[src/rtl/axil_reg_slave_if.sv]
// ============================================================================
// Module      : axil_reg_slave_if
// Description : AXI4-Lite channel bundle with master/slave views.
// Revision    : 1.0 - initial release
// ============================================================================
`default_nettype none

interface axil_reg_slave_if #(
    parameter int ADDR_WIDTH = 12,
    parameter int DATA_WIDTH = 32,
    parameter int STRB_WIDTH = DATA_WIDTH / 8
);
    logic [ADDR_WIDTH-1:0] awaddr;
    logic [2:0]            awprot;
    logic                  awvalid;
    logic                  awready;
    logic [DATA_WIDTH-1:0] wdata;
    logic [STRB_WIDTH-1:0] wstrb;
    logic                  wvalid;
    logic                  wready;
    logic [1:0]            bresp;
    logic                  bvalid;
    logic                  bready;
    logic [ADDR_WIDTH-1:0] araddr;
    logic [2:0]            arprot;
    logic                  arvalid;
    logic                  arready;
    logic [DATA_WIDTH-1:0] rdata;
    logic [1:0]            rresp;
    logic                  rvalid;
    logic                  rready;

    modport slave (
        input  awaddr, awprot, awvalid, wdata, wstrb, wvalid, bready,
        input  araddr, arprot, arvalid, rready,
        output awready, wready, bresp, bvalid, arready, rdata, rresp, rvalid
    );

    modport master (
        output awaddr, awprot, awvalid, wdata, wstrb, wvalid, bready,
        output araddr, arprot, arvalid, rready,
        input  awready, wready, bresp, bvalid, arready, rdata, rresp, rvalid
    );
endinterface

`default_nettype wire

[src/rtl/axil_reg_slave.sv]
// ============================================================================
// Module      : axil_reg_slave
// Description : AXI4-Lite register bank with byte strobes, SLVERR decode and
//               configurable read latency.
// Revision    : 1.0 - initial release
// ============================================================================
`default_nettype none

module axil_reg_slave #(
    parameter int ADDR_WIDTH = 12,
    parameter int DATA_WIDTH = 32,
    parameter int STRB_WIDTH = DATA_WIDTH / 8,
    parameter int NUM_REGS   = 16,
    parameter int RD_LATENCY = 0
) (
    input  wire logic       clk,
    input  wire logic       rst,
    axil_reg_slave_if.slave s_axil
);
    localparam int          c_IDX_W    = ADDR_WIDTH - 2;
    localparam int          c_SEL_W    = (NUM_REGS > 1) ? $clog2(NUM_REGS) : 1;
    localparam logic [31:0] c_NUM_REGS = 32'(NUM_REGS);
    localparam logic [2:0]  c_LAT_LAST = 3'((RD_LATENCY > 0) ? RD_LATENCY - 1 : 0);
    localparam logic [1:0]  c_OKAY     = 2'b00;
    localparam logic [1:0]  c_SLVERR   = 2'b10;

    typedef enum logic [1:0] {RD_IDLE, RD_WAIT, RD_RESP} rd_state_t;

    logic [DATA_WIDTH-1:0] r_regs [NUM_REGS];

    // ---------------- write path ----------------
    logic                  r_aw_full, r_w_full, r_awready, r_wready, r_bvalid;
    logic [c_IDX_W-1:0]    r_aw_idx;
    logic [DATA_WIDTH-1:0] r_wdata;
    logic [STRB_WIDTH-1:0] r_wstrb;
    logic [1:0]            r_bresp;
    logic                  w_aw_hs, w_w_hs, w_commit, w_aw_full_nxt, w_w_full_nxt;
    logic                  w_aw_in_range;
    logic [c_SEL_W-1:0]    w_aw_sel;

    assign w_aw_hs       = s_axil.awvalid & r_awready;
    assign w_w_hs        = s_axil.wvalid & r_wready;
    assign w_commit      = r_aw_full & r_w_full & (~r_bvalid | s_axil.bready);
    assign w_aw_full_nxt = ~w_commit & (r_aw_full | w_aw_hs);
    assign w_w_full_nxt  = ~w_commit & (r_w_full | w_w_hs);
    assign w_aw_in_range = (32'(r_aw_idx) < c_NUM_REGS);
    assign w_aw_sel      = r_aw_idx[c_SEL_W-1:0];

    always_ff @(posedge clk) begin
        if (rst) begin
            r_aw_full <= 1'b0;
            r_w_full  <= 1'b0;
            r_awready <= 1'b0;
            r_wready  <= 1'b0;
            r_bvalid  <= 1'b0;
            r_bresp   <= c_OKAY;
            r_aw_idx  <= '0;
            r_wdata   <= '0;
            r_wstrb   <= '0;
            r_regs    <= '{default: '0};
        end else begin
            // Readies are registered copies of "buffer will be empty".
            r_aw_full <= w_aw_full_nxt;
            r_w_full  <= w_w_full_nxt;
            r_awready <= ~w_aw_full_nxt;
            r_wready  <= ~w_w_full_nxt;
            if (w_aw_hs) r_aw_idx <= s_axil.awaddr[ADDR_WIDTH-1:2];
            if (w_w_hs) begin
                r_wdata <= s_axil.wdata;
                r_wstrb <= s_axil.wstrb;
            end
            if (w_commit) begin
                r_bvalid <= 1'b1;
                r_bresp  <= w_aw_in_range ? c_OKAY : c_SLVERR;
                if (w_aw_in_range) begin
                    for (int i = 0; i < STRB_WIDTH; i++) begin
                        if (r_wstrb[i]) r_regs[w_aw_sel][8*i +: 8] <= r_wdata[8*i +: 8];
                    end
                end
            end else if (s_axil.bready) begin
                r_bvalid <= 1'b0;
            end
        end
    end

    // ---------------- read path ----------------
    rd_state_t             r_state, w_state_nxt;
    logic [2:0]            r_cnt;
    logic                  r_arready;
    logic [c_IDX_W-1:0]    r_ar_idx;
    logic [DATA_WIDTH-1:0] r_rdata;
    logic [1:0]            r_rresp;
    logic                  w_ar_hs, w_capture, w_rd_in_range;
    logic [c_IDX_W-1:0]    w_rd_idx;
    logic [c_SEL_W-1:0]    w_rd_sel;

    assign w_ar_hs = s_axil.arvalid & r_arready;

    always_comb begin
        w_state_nxt = r_state;
        case (r_state)
            RD_IDLE: if (w_ar_hs) w_state_nxt = (RD_LATENCY > 0) ? RD_WAIT : RD_RESP;
            RD_WAIT: if (r_cnt == c_LAT_LAST) w_state_nxt = RD_RESP;
            RD_RESP: if (s_axil.rready) w_state_nxt = RD_IDLE;
            default: w_state_nxt = RD_IDLE;
        endcase
    end

    // A zero-latency read captures in the AR handshake cycle, before the index is latched.
    assign w_rd_idx      = (r_state == RD_IDLE) ? s_axil.araddr[ADDR_WIDTH-1:2] : r_ar_idx;
    assign w_rd_sel      = w_rd_idx[c_SEL_W-1:0];
    assign w_rd_in_range = (32'(w_rd_idx) < c_NUM_REGS);
    assign w_capture     = (w_state_nxt == RD_RESP) && (r_state != RD_RESP);

    always_ff @(posedge clk) begin
        if (rst) r_state <= RD_IDLE;
        else     r_state <= w_state_nxt;
    end

    always_ff @(posedge clk) begin
        if (rst) begin
            r_cnt     <= 3'd0;
            r_arready <= 1'b0;
            r_ar_idx  <= '0;
            r_rdata   <= '0;
            r_rresp   <= c_OKAY;
        end else begin
            r_arready <= (w_state_nxt == RD_IDLE);
            if (w_ar_hs) r_ar_idx <= s_axil.araddr[ADDR_WIDTH-1:2];
            r_cnt <= (r_state == RD_WAIT) ? r_cnt + 3'd1 : 3'd0;
            if (w_capture) begin
                r_rdata <= w_rd_in_range ? r_regs[w_rd_sel] : '0;
                r_rresp <= w_rd_in_range ? c_OKAY : c_SLVERR;
            end
        end
    end

    logic w_unused_bits;
    assign w_unused_bits = ^{s_axil.awprot, s_axil.arprot,
                             s_axil.awaddr[1:0], s_axil.araddr[1:0]};

    assign s_axil.awready = r_awready;
    assign s_axil.wready  = r_wready;
    assign s_axil.bvalid  = r_bvalid;
    assign s_axil.bresp   = r_bresp;
    assign s_axil.arready = r_arready;
    assign s_axil.rvalid  = (r_state == RD_RESP);
    assign s_axil.rdata   = r_rdata;
    assign s_axil.rresp   = r_rresp;
endmodule

`default_nettype wire

[src/flat_wrapper.sv]
// flat-port wrapper written by rule: the top's interface ports become plain ports
module axil_reg_slave_flat 
#(
    parameter int ADDR_WIDTH = 12,
    parameter int DATA_WIDTH = 32,
    parameter int STRB_WIDTH = DATA_WIDTH / 8,
    parameter int NUM_REGS   = 16,
    parameter int RD_LATENCY = 0
)
  (clk, rst, s_axil_awaddr, s_axil_awprot, s_axil_awvalid, s_axil_wdata, s_axil_wstrb, s_axil_wvalid, s_axil_bready, s_axil_araddr, s_axil_arprot, s_axil_arvalid, s_axil_rready, s_axil_awready, s_axil_wready, s_axil_bresp, s_axil_bvalid, s_axil_arready, s_axil_rdata, s_axil_rresp, s_axil_rvalid);
  axil_reg_slave_if #(.ADDR_WIDTH(ADDR_WIDTH), .DATA_WIDTH(DATA_WIDTH), .STRB_WIDTH(STRB_WIDTH)) s_axil_i ();
  input  wire logic clk;
  input  wire logic rst;
  input wire logic [$bits(s_axil_i.awaddr)-1:0] s_axil_awaddr;
  input wire logic [$bits(s_axil_i.awprot)-1:0] s_axil_awprot;
  input wire logic [$bits(s_axil_i.awvalid)-1:0] s_axil_awvalid;
  input wire logic [$bits(s_axil_i.wdata)-1:0] s_axil_wdata;
  input wire logic [$bits(s_axil_i.wstrb)-1:0] s_axil_wstrb;
  input wire logic [$bits(s_axil_i.wvalid)-1:0] s_axil_wvalid;
  input wire logic [$bits(s_axil_i.bready)-1:0] s_axil_bready;
  input wire logic [$bits(s_axil_i.araddr)-1:0] s_axil_araddr;
  input wire logic [$bits(s_axil_i.arprot)-1:0] s_axil_arprot;
  input wire logic [$bits(s_axil_i.arvalid)-1:0] s_axil_arvalid;
  input wire logic [$bits(s_axil_i.rready)-1:0] s_axil_rready;
  output wire logic [$bits(s_axil_i.awready)-1:0] s_axil_awready;
  output wire logic [$bits(s_axil_i.wready)-1:0] s_axil_wready;
  output wire logic [$bits(s_axil_i.bresp)-1:0] s_axil_bresp;
  output wire logic [$bits(s_axil_i.bvalid)-1:0] s_axil_bvalid;
  output wire logic [$bits(s_axil_i.arready)-1:0] s_axil_arready;
  output wire logic [$bits(s_axil_i.rdata)-1:0] s_axil_rdata;
  output wire logic [$bits(s_axil_i.rresp)-1:0] s_axil_rresp;
  output wire logic [$bits(s_axil_i.rvalid)-1:0] s_axil_rvalid;
  assign s_axil_i.awaddr = s_axil_awaddr;
  assign s_axil_i.awprot = s_axil_awprot;
  assign s_axil_i.awvalid = s_axil_awvalid;
  assign s_axil_i.wdata = s_axil_wdata;
  assign s_axil_i.wstrb = s_axil_wstrb;
  assign s_axil_i.wvalid = s_axil_wvalid;
  assign s_axil_i.bready = s_axil_bready;
  assign s_axil_i.araddr = s_axil_araddr;
  assign s_axil_i.arprot = s_axil_arprot;
  assign s_axil_i.arvalid = s_axil_arvalid;
  assign s_axil_i.rready = s_axil_rready;
  assign s_axil_awready = s_axil_i.awready;
  assign s_axil_wready = s_axil_i.wready;
  assign s_axil_bresp = s_axil_i.bresp;
  assign s_axil_bvalid = s_axil_i.bvalid;
  assign s_axil_arready = s_axil_i.arready;
  assign s_axil_rdata = s_axil_i.rdata;
  assign s_axil_rresp = s_axil_i.rresp;
  assign s_axil_rvalid = s_axil_i.rvalid;
  axil_reg_slave #(.ADDR_WIDTH(ADDR_WIDTH), .DATA_WIDTH(DATA_WIDTH), .STRB_WIDTH(STRB_WIDTH), .NUM_REGS(NUM_REGS), .RD_LATENCY(RD_LATENCY)) u_core (.clk(clk), .rst(rst), .s_axil(s_axil_i));
endmodule
[config.mk]
export PLATFORM = sky130hd
export DESIGN_NAME = axil_reg_slave_flat
export DESIGN_NICKNAME = d
export VERILOG_FILES = /design/src/rtl/axil_reg_slave_if.sv /design/src/rtl/axil_reg_slave.sv /design/src/flat_wrapper.sv
export SDC_FILE = /design/constraint.sdc
export NUM_CORES = 2
export LEC_CHECK = 0
export BUFFER_PORTS_ARGS = -buffer_cell sky130_fd_sc_hd__buf_2
export CAP_MARGIN = 30
export CORE_MARGIN = 1.5
export CORE_UTILIZATION = 33
export DETAILED_ROUTE_END_ITERATION = 7
export PLACE_DENSITY_LB_ADDON = 0.1
export SYNTH_ARGS = -nofsm -noshare
export SYNTH_HDL_FRONTEND = slang
export SYNTH_SLANG_ARGS = --single-unit
[constraint.sdc]
create_clock -name clk -period 1.87 [get_ports clk]
set_input_delay 0.374 -clock clk [delete_from_list [all_inputs] [get_ports clk]]
set_output_delay 0.374 -clock clk [all_outputs]
set_load 0.005 [all_outputs]
Word-level counts from Yosys, hierarchy flattened --
Cells that the tools add are included.
Storage, ports and cells: flip-flop bits (word level) 615, output and inout bits 41
Operators by class: $add $sub $neg 1, $lt $le $gt $ge 5, eq/ne operators 4, muxes and demuxes 38, bitwise gates (word level) 17, reductions and logical operators 8
Operator list (number):
- 512-bit two-way mux | 13
- 512-bit bitwise mux | 4
- 32-bit demux with 4-bit select | 4
- 32-bit binary-select mux with 4-bit select | 1
- 32-bit two-way mux | 4
- 24-bit two-way mux | 1
- 10-bit by 5-bit < comparator with 1-bit output, second input constant | 2
- 16-bit two-way mux | 1
- 5-bit greater-or-equal comparator, second input constant | 2
- 10-bit two-way mux | 1
- 2-bit two-way mux | 5
- 4-bit NOT with 5-bit output | 2
- 8-bit two-way mux | 1
- 1-bit bitwise AND | 7
- 2-bit one-hot mux with 3 select lines | 1
- 5-bit by 1-bit < comparator with 1-bit output, second input constant | 1
- 1-bit NOT | 5
- 2-bit == test, second input constant | 2
- 2-bit logical NOT | 2
- 3-bit by 1-bit adder with 3-bit output, second input constant | 1
- 3-bit logical NOT | 1
- 1-bit OR | 3
- 2-bit by 1-bit == test with 1-bit output, second input constant | 1
- 1-bit logical AND | 2
- 5 further kinds | 6

Longest topological paths before layout --
word-level depth 22, mapped depth 9, depth with buffers taken out 8

Least setup slack after synthesis --
OpenSTA, ideal clock, no wires.
path type register -> register, start register u_core.r_state[0], end register u_core.r_rdata[30], in the netlist u_core.s_axil.rdata[30], library setup time 0.130 ns, data arrival time 1.859 ns, required time 1.740 ns, slack -0.120 ns, stages on the path, launching flop included 10, path buffers 3, cells stage by stage dfxtp_1 buf_2 nor2_4 mux2_2 buf_2 buf_4 mux2i_1 o22ai_1 nor4_1 o31ai_1
Between the ends: word-level cells in the longest chain between the ends 7, elaborated cells between the ends (all ways) 17, those cells by class order compare: 1; eq/ne: 4; mux: 9; bitwise: 1; reduce/logical: 2
RTL lines:
- start: declaration | line axil_reg_slave.sv:87 | rd_state_t r_state, w_state_nxt;
- start signal: assignment | line axil_reg_slave.sv:117 | else r_state <= w_state_nxt;
- 2-bit logical NOT | line axil_reg_slave.sv:101, axil_reg_slave.sv:110
- 10-bit two-way mux | line axil_reg_slave.sv:110 | assign w_rd_idx = (r_state == RD_IDLE) ? s_axil.araddr[ADDR_WIDTH-1:2] : r_ar_idx;
- 4-bit NOT with 5-bit output (implied by the code) | line axil_reg_slave.sv:132 | r_rdata <= w_rd_in_range ? r_regs[w_rd_sel] : '0;
- 32-bit binary-select mux with 4-bit select | line axil_reg_slave.sv:132
- 32-bit two-way mux (implied by the code) (2 in a row) | line axil_reg_slave.sv:132
- 32-bit two-way mux | line axil_reg_slave.sv:132
- end signal: assignment | line axil_reg_slave.sv:132
- end: declaration | line axil_reg_slave.sv:91 | logic [DATA_WIDTH-1:0] r_rdata;
Several ways; a longest one is shown, not always the timed one. The select of a mux whose other input is x is not followed. A chain may end at the register's enable or synchronous reset.

Worst setup path after layout --
start register u_core.r_state[1], end register u_core.r_rdata[23], in the netlist u_core.s_axil.rdata[23]
The elaborated chain is that of the path after synthesis.

==> impl_metrics.json <==
{
  "worst_pin_slew_ns": 0.698,
  "slowest_stage": "mux2_8",
  "cp_cell_sequence": "nor2_4 > mux2_8 > buf_12 > buf_12 > mux2i_1 > o22ai_1 > nor4_2 > buf_4 > o31ai_1",
  "crit_path_end_kind": "flip-flop",
  "yosysWarnings": 0,
  "layout_commonest_cell": "nand2_1",
  "async_flop_share_pct": 0,
  "finalInstanceArea_sq_mm": 0.0381,
  "wl_per_cell_microns": 21.3,
  "status": "complete, but fails checks",
  "io_pins": 114,
  "multi_input_area_sq_mm": 0.0163,
  "syn-cell-area_sq_mm": 0.0258,
  "ys_types": 40,
  "synth_edf_count": 0,
  "cts_buffers": 73,
  "whs_path_depth": 3,
  "cp-start-kind": "flip-flop",
  "syn_inst": 3509,
  "hold_path_class": "primary input to flip-flop",
  "clock-root-buffer": "clkbuf_16",
  "cp.buffers_inverters": 3,
  "h-tree-depth": 3,
  "fin_util_pct": 49.2,
  "gp_congestion": 0.848,
  "wirelength_microns": 105000,
  "min_from": "s_axil_wdata[14]",
  "hold_path_end": "u_core.r_wdata[14]$_SDFFE_PP0P_",
  "die_w_microns": 283,
  "antenna_found_initial": 0,
  "vias": 26600,
  "violations": "negative setup slack",
  "max_freq_mhz": 445,
  "crit_family": "buffers and inverters",
  "ys_seq_elements": 613,
  "rrSetupSlack_ns": -0.38,
  "drive_gt1_share_pct": 34.5,
  "setup_ws_ns": -0.378,
  "numPortBuffers": 101,
  "dieHeight_microns": 283,
  "cp.required_ns": 2.39,
  "period_share_pct": 120,
  "skew_ns": 0.0263,
  "dpl.hpwl_microns": 61900,
  "p_leak_nw": 12.6,
  "core_sq_mm": 0.0775,
  "grt_max_degree": 95,
  "nets": 3911,
  "cts_tree": "built",
  "seq_area_frac_synth_pct": 47.5,
  "vias_per_cell": 5.38,
  "dr.pass1.iters": 7,
  "syn_area_per_cell_sq_um": 7.36,
  "min_period_ns": 2.25,
  "slew_headroom_pct": 53.3,
  "seq_area_sq_mm": 0.0123,
  "layout_common_cells": "nand2_1, dfxtp_1, a21oi_1",
  "powerDensity_mw_per_mm2": 824,
  "syn_to_final_growth_pct": 47.6,
  "cpPeakStageDelay_ns": 0.39,
  "clkLatencyLatePin_ns": 0.62,
  "setup_viol": 544,
  "crit_top_cell": "buf_12",
  "grt_pass1_wl_microns": 150000,
  "synth_ff_type": "dfxtp_1",
  "crit_type": "flip-flop to flip-flop",
  "rows": 102,
  "drt_iter0_markers": 1738,
  "ff2ff_path_depth": 9,
  "die_area_sq_mm": 0.0799,
  "fill_cells": 7339,
  "maxCapViolCount": 0,
  "ir_drop_uv": 774,
  "clk_pin_slew_ns": 0.06,
  "crit_arrival_ns": 2.77,
  "antenna_left": 0,
  "initial_core_util_pct": 33.3,
  "num_antenna_cells": 0,
  "rr_startpoint": "u_core.r_state[1]$_SDFF_PP0_",
  "r2r_end": "u_core.s_axil.rdata[23]$_SDFFE_PP0P_",
  "clockBufferDepth": 3,
  "drc": 0,
  "grt_pass1_vias": 25100,
  "rsz0062_at_grt": "true",
  "cp_max_fo": 21,
  "place_area_sq_mm": 0.0299,
  "grt_usage_pct": 24.4,
  "grt.overflow.total": 0,
  "cts_num_sinks": 613,
  "finalHoldViolCount": 0,
  "final_max_slew_viol_count": 0
}
-- layout make-up --
cell class	count	share of cell area, %
clock inverters	22	0.785
inverters	6	0.0591
well taps	1040	3.41
multi-input cells	2618	42.8
repair buffers	524	14.8
flip-flops and latches	613	32.2
clock buffers	112	5.93
-- cell usage after synthesis, types with 2 or more instances --
| master | n | share of area (%) |
|---|---|---|
| clkbuf_1 | 213 | 3.1 |
| mux2_2 | 3 | 0.13 |
| and4b_1 | 2 | 0.078 |
| o22ai_1 | 64 | 1.6 |
| and2_1 | 3 | 0.073 |
| nor3_1 | 3 | 0.058 |
| dfxtp_1 | 613 | 48 |
| buf_4 | 13 | 0.38 |
| o31ai_1 | 32 | 0.93 |
| buf_1 | 14 | 0.20 |
| buf_2 | 30 | 0.58 |
| nor3b_1 | 2 | 0.058 |
| clkbuf_2 | 3 | 0.058 |
| nand4b_2 | 2 | 0.12 |
| nor2_2 | 5 | 0.12 |
| inv_1 | 6 | 0.087 |
| mux2i_1 | 131 | 5.1 |
| nand2b_1 | 2 | 0.048 |
| nor4_1 | 66 | 1.6 |
| a31oi_2 | 4 | 0.19 |
| nor2_1 | 77 | 1.1 |
| nand3_1 | 41 | 0.79 |
| nand2_1 | 1328 | 19 |
| nor2b_1 | 5 | 0.12 |
| a21oi_1 | 699 | 14 |
| and3_1 | 5 | 0.12 |
| ha_1 | 2 | 0.097 |
| o21ai_0 | 129 | 2.5 |
-- cell families after synthesis --
logic type	after synthesis	synth area share (%)
AOI/OAI and AO/OA	931	18.8
xor gates and xnor gates	1	0.0339
adders and majority gates	2	0.0969
buffers and inverters	279	4.40
DFF	613	47.5
muxes	134	5.21
other	1	0.0145
and+or+nand+nor	1548	23.9
-- routing by layer --
| layer | routed length [microns] | track usage [%] |
|---|---|---|
| met2 | 50100 | 40.7 |
| met4 | 3900 | 9.57 |
| met1 | 45700 | 31.9 |
| met3 | 5280 | 2.96 |
| met5 | 0 | 0 |
-- per-stage QoR --
step | std cells | power [W] | hold WS (ns) | worst slack (ns) | TNS (ns)
floorplan | 3510 | 0.0145 | 0.417 | -0.0453 | -5.53
global placement | 4698 | 0.0157 | 0.429 | -0.613 | -72.53
detailed placement | 4698 | 0.0157 | 0.443 | -0.596 | -79.32
CTS | 4892 | 0.0312 | 0.00176 | -0.368 | -103.05
global route | 4935 | 0.0323 | 0.0133 | -0.432 | -162.08
finish | 4935 | 0.0314 | 0.0206 | -0.378 | -110.78
-- worst max-delay path by stage --
stage,slack (ns),cells past startpoint,from,end
final,-0.38,9,u_core.r_state[1]$_SDFF_PP0_,u_core.s_axil.rdata[23]$_SDFFE_PP0P_
after global placement,-0.61,8,u_core.r_state[1]$_SDFF_PP0_,u_core.s_axil.rdata[12]$_SDFFE_PP0P_
after floorplan,-0.05,9,u_core.r_state[0]$_SDFF_PP0_,u_core.s_axil.rdata[25]$_SDFFE_PP0P_
after detailed placement,-0.60,8,u_core.r_state[1]$_SDFF_PP0_,u_core.s_axil.rdata[12]$_SDFFE_PP0P_
after global routing,-0.43,9,u_core.r_state[1]$_SDFF_PP0_,u_core.s_axil.rdata[23]$_SDFFE_PP0P_
after CTS,-0.37,8,u_core.r_state[0]$_SDFF_PP0_,u_core.s_axil.rdata[5]$_SDFFE_PP0P_
-- flip-flops by register name (all words and copies together), names as in the netlist --
signal,count
u_core.r_regs,512
u_core.r_wdata,32
u_core.s_axil.rdata,32
u_core.r_ar_idx,10
u_core.r_aw_idx,10
u_core.r_wstrb,4
u_core.r_cnt,3
u_core.r_state,2
u_core.r_aw_full,1
u_core.r_w_full,1
u_core.s_axil.arready,1
u_core.s_axil.awready,1
u_core.s_axil.bresp,1
u_core.s_axil.bvalid,1
u_core.s_axil.rresp,1
u_core.s_axil.wready,1
-- worst register-to-register path: cells and delay by family, from the launching register on --
kind | cells | cell delay [ns]
buffers and inverters | 3 | 0.57
AOI/OAI and AO/OA | 2 | 0.51
and+or+nand+nor | 2 | 0.21
muxes | 2 | 0.54
DFF | 1 | 0.33
-- power by group --
part	total [W]	switching [W]	internal (W)	leakage [nW]
clock	0.0151	0.00585	0.00929	1.27
sequential	0.0132	0.0000571	0.0131	4.94
combinational	0.00306	0.00183	0.00124	6.43
-- repair_timing --
| action | CTS | global route |
|---|---|---|
| gates resized for setup | 209 | 855 |
| endpoints found under the setup margin | 543 | 544 |
| endpoints found under the hold margin | 29 | 0 |
| pin swaps | 113 | 296 |
| setup buffers | 23 | 32 |
| cloned | 10 | 16 |
| hold buffers | 29 | 0 |
Power figures use the tool's default switching activity.
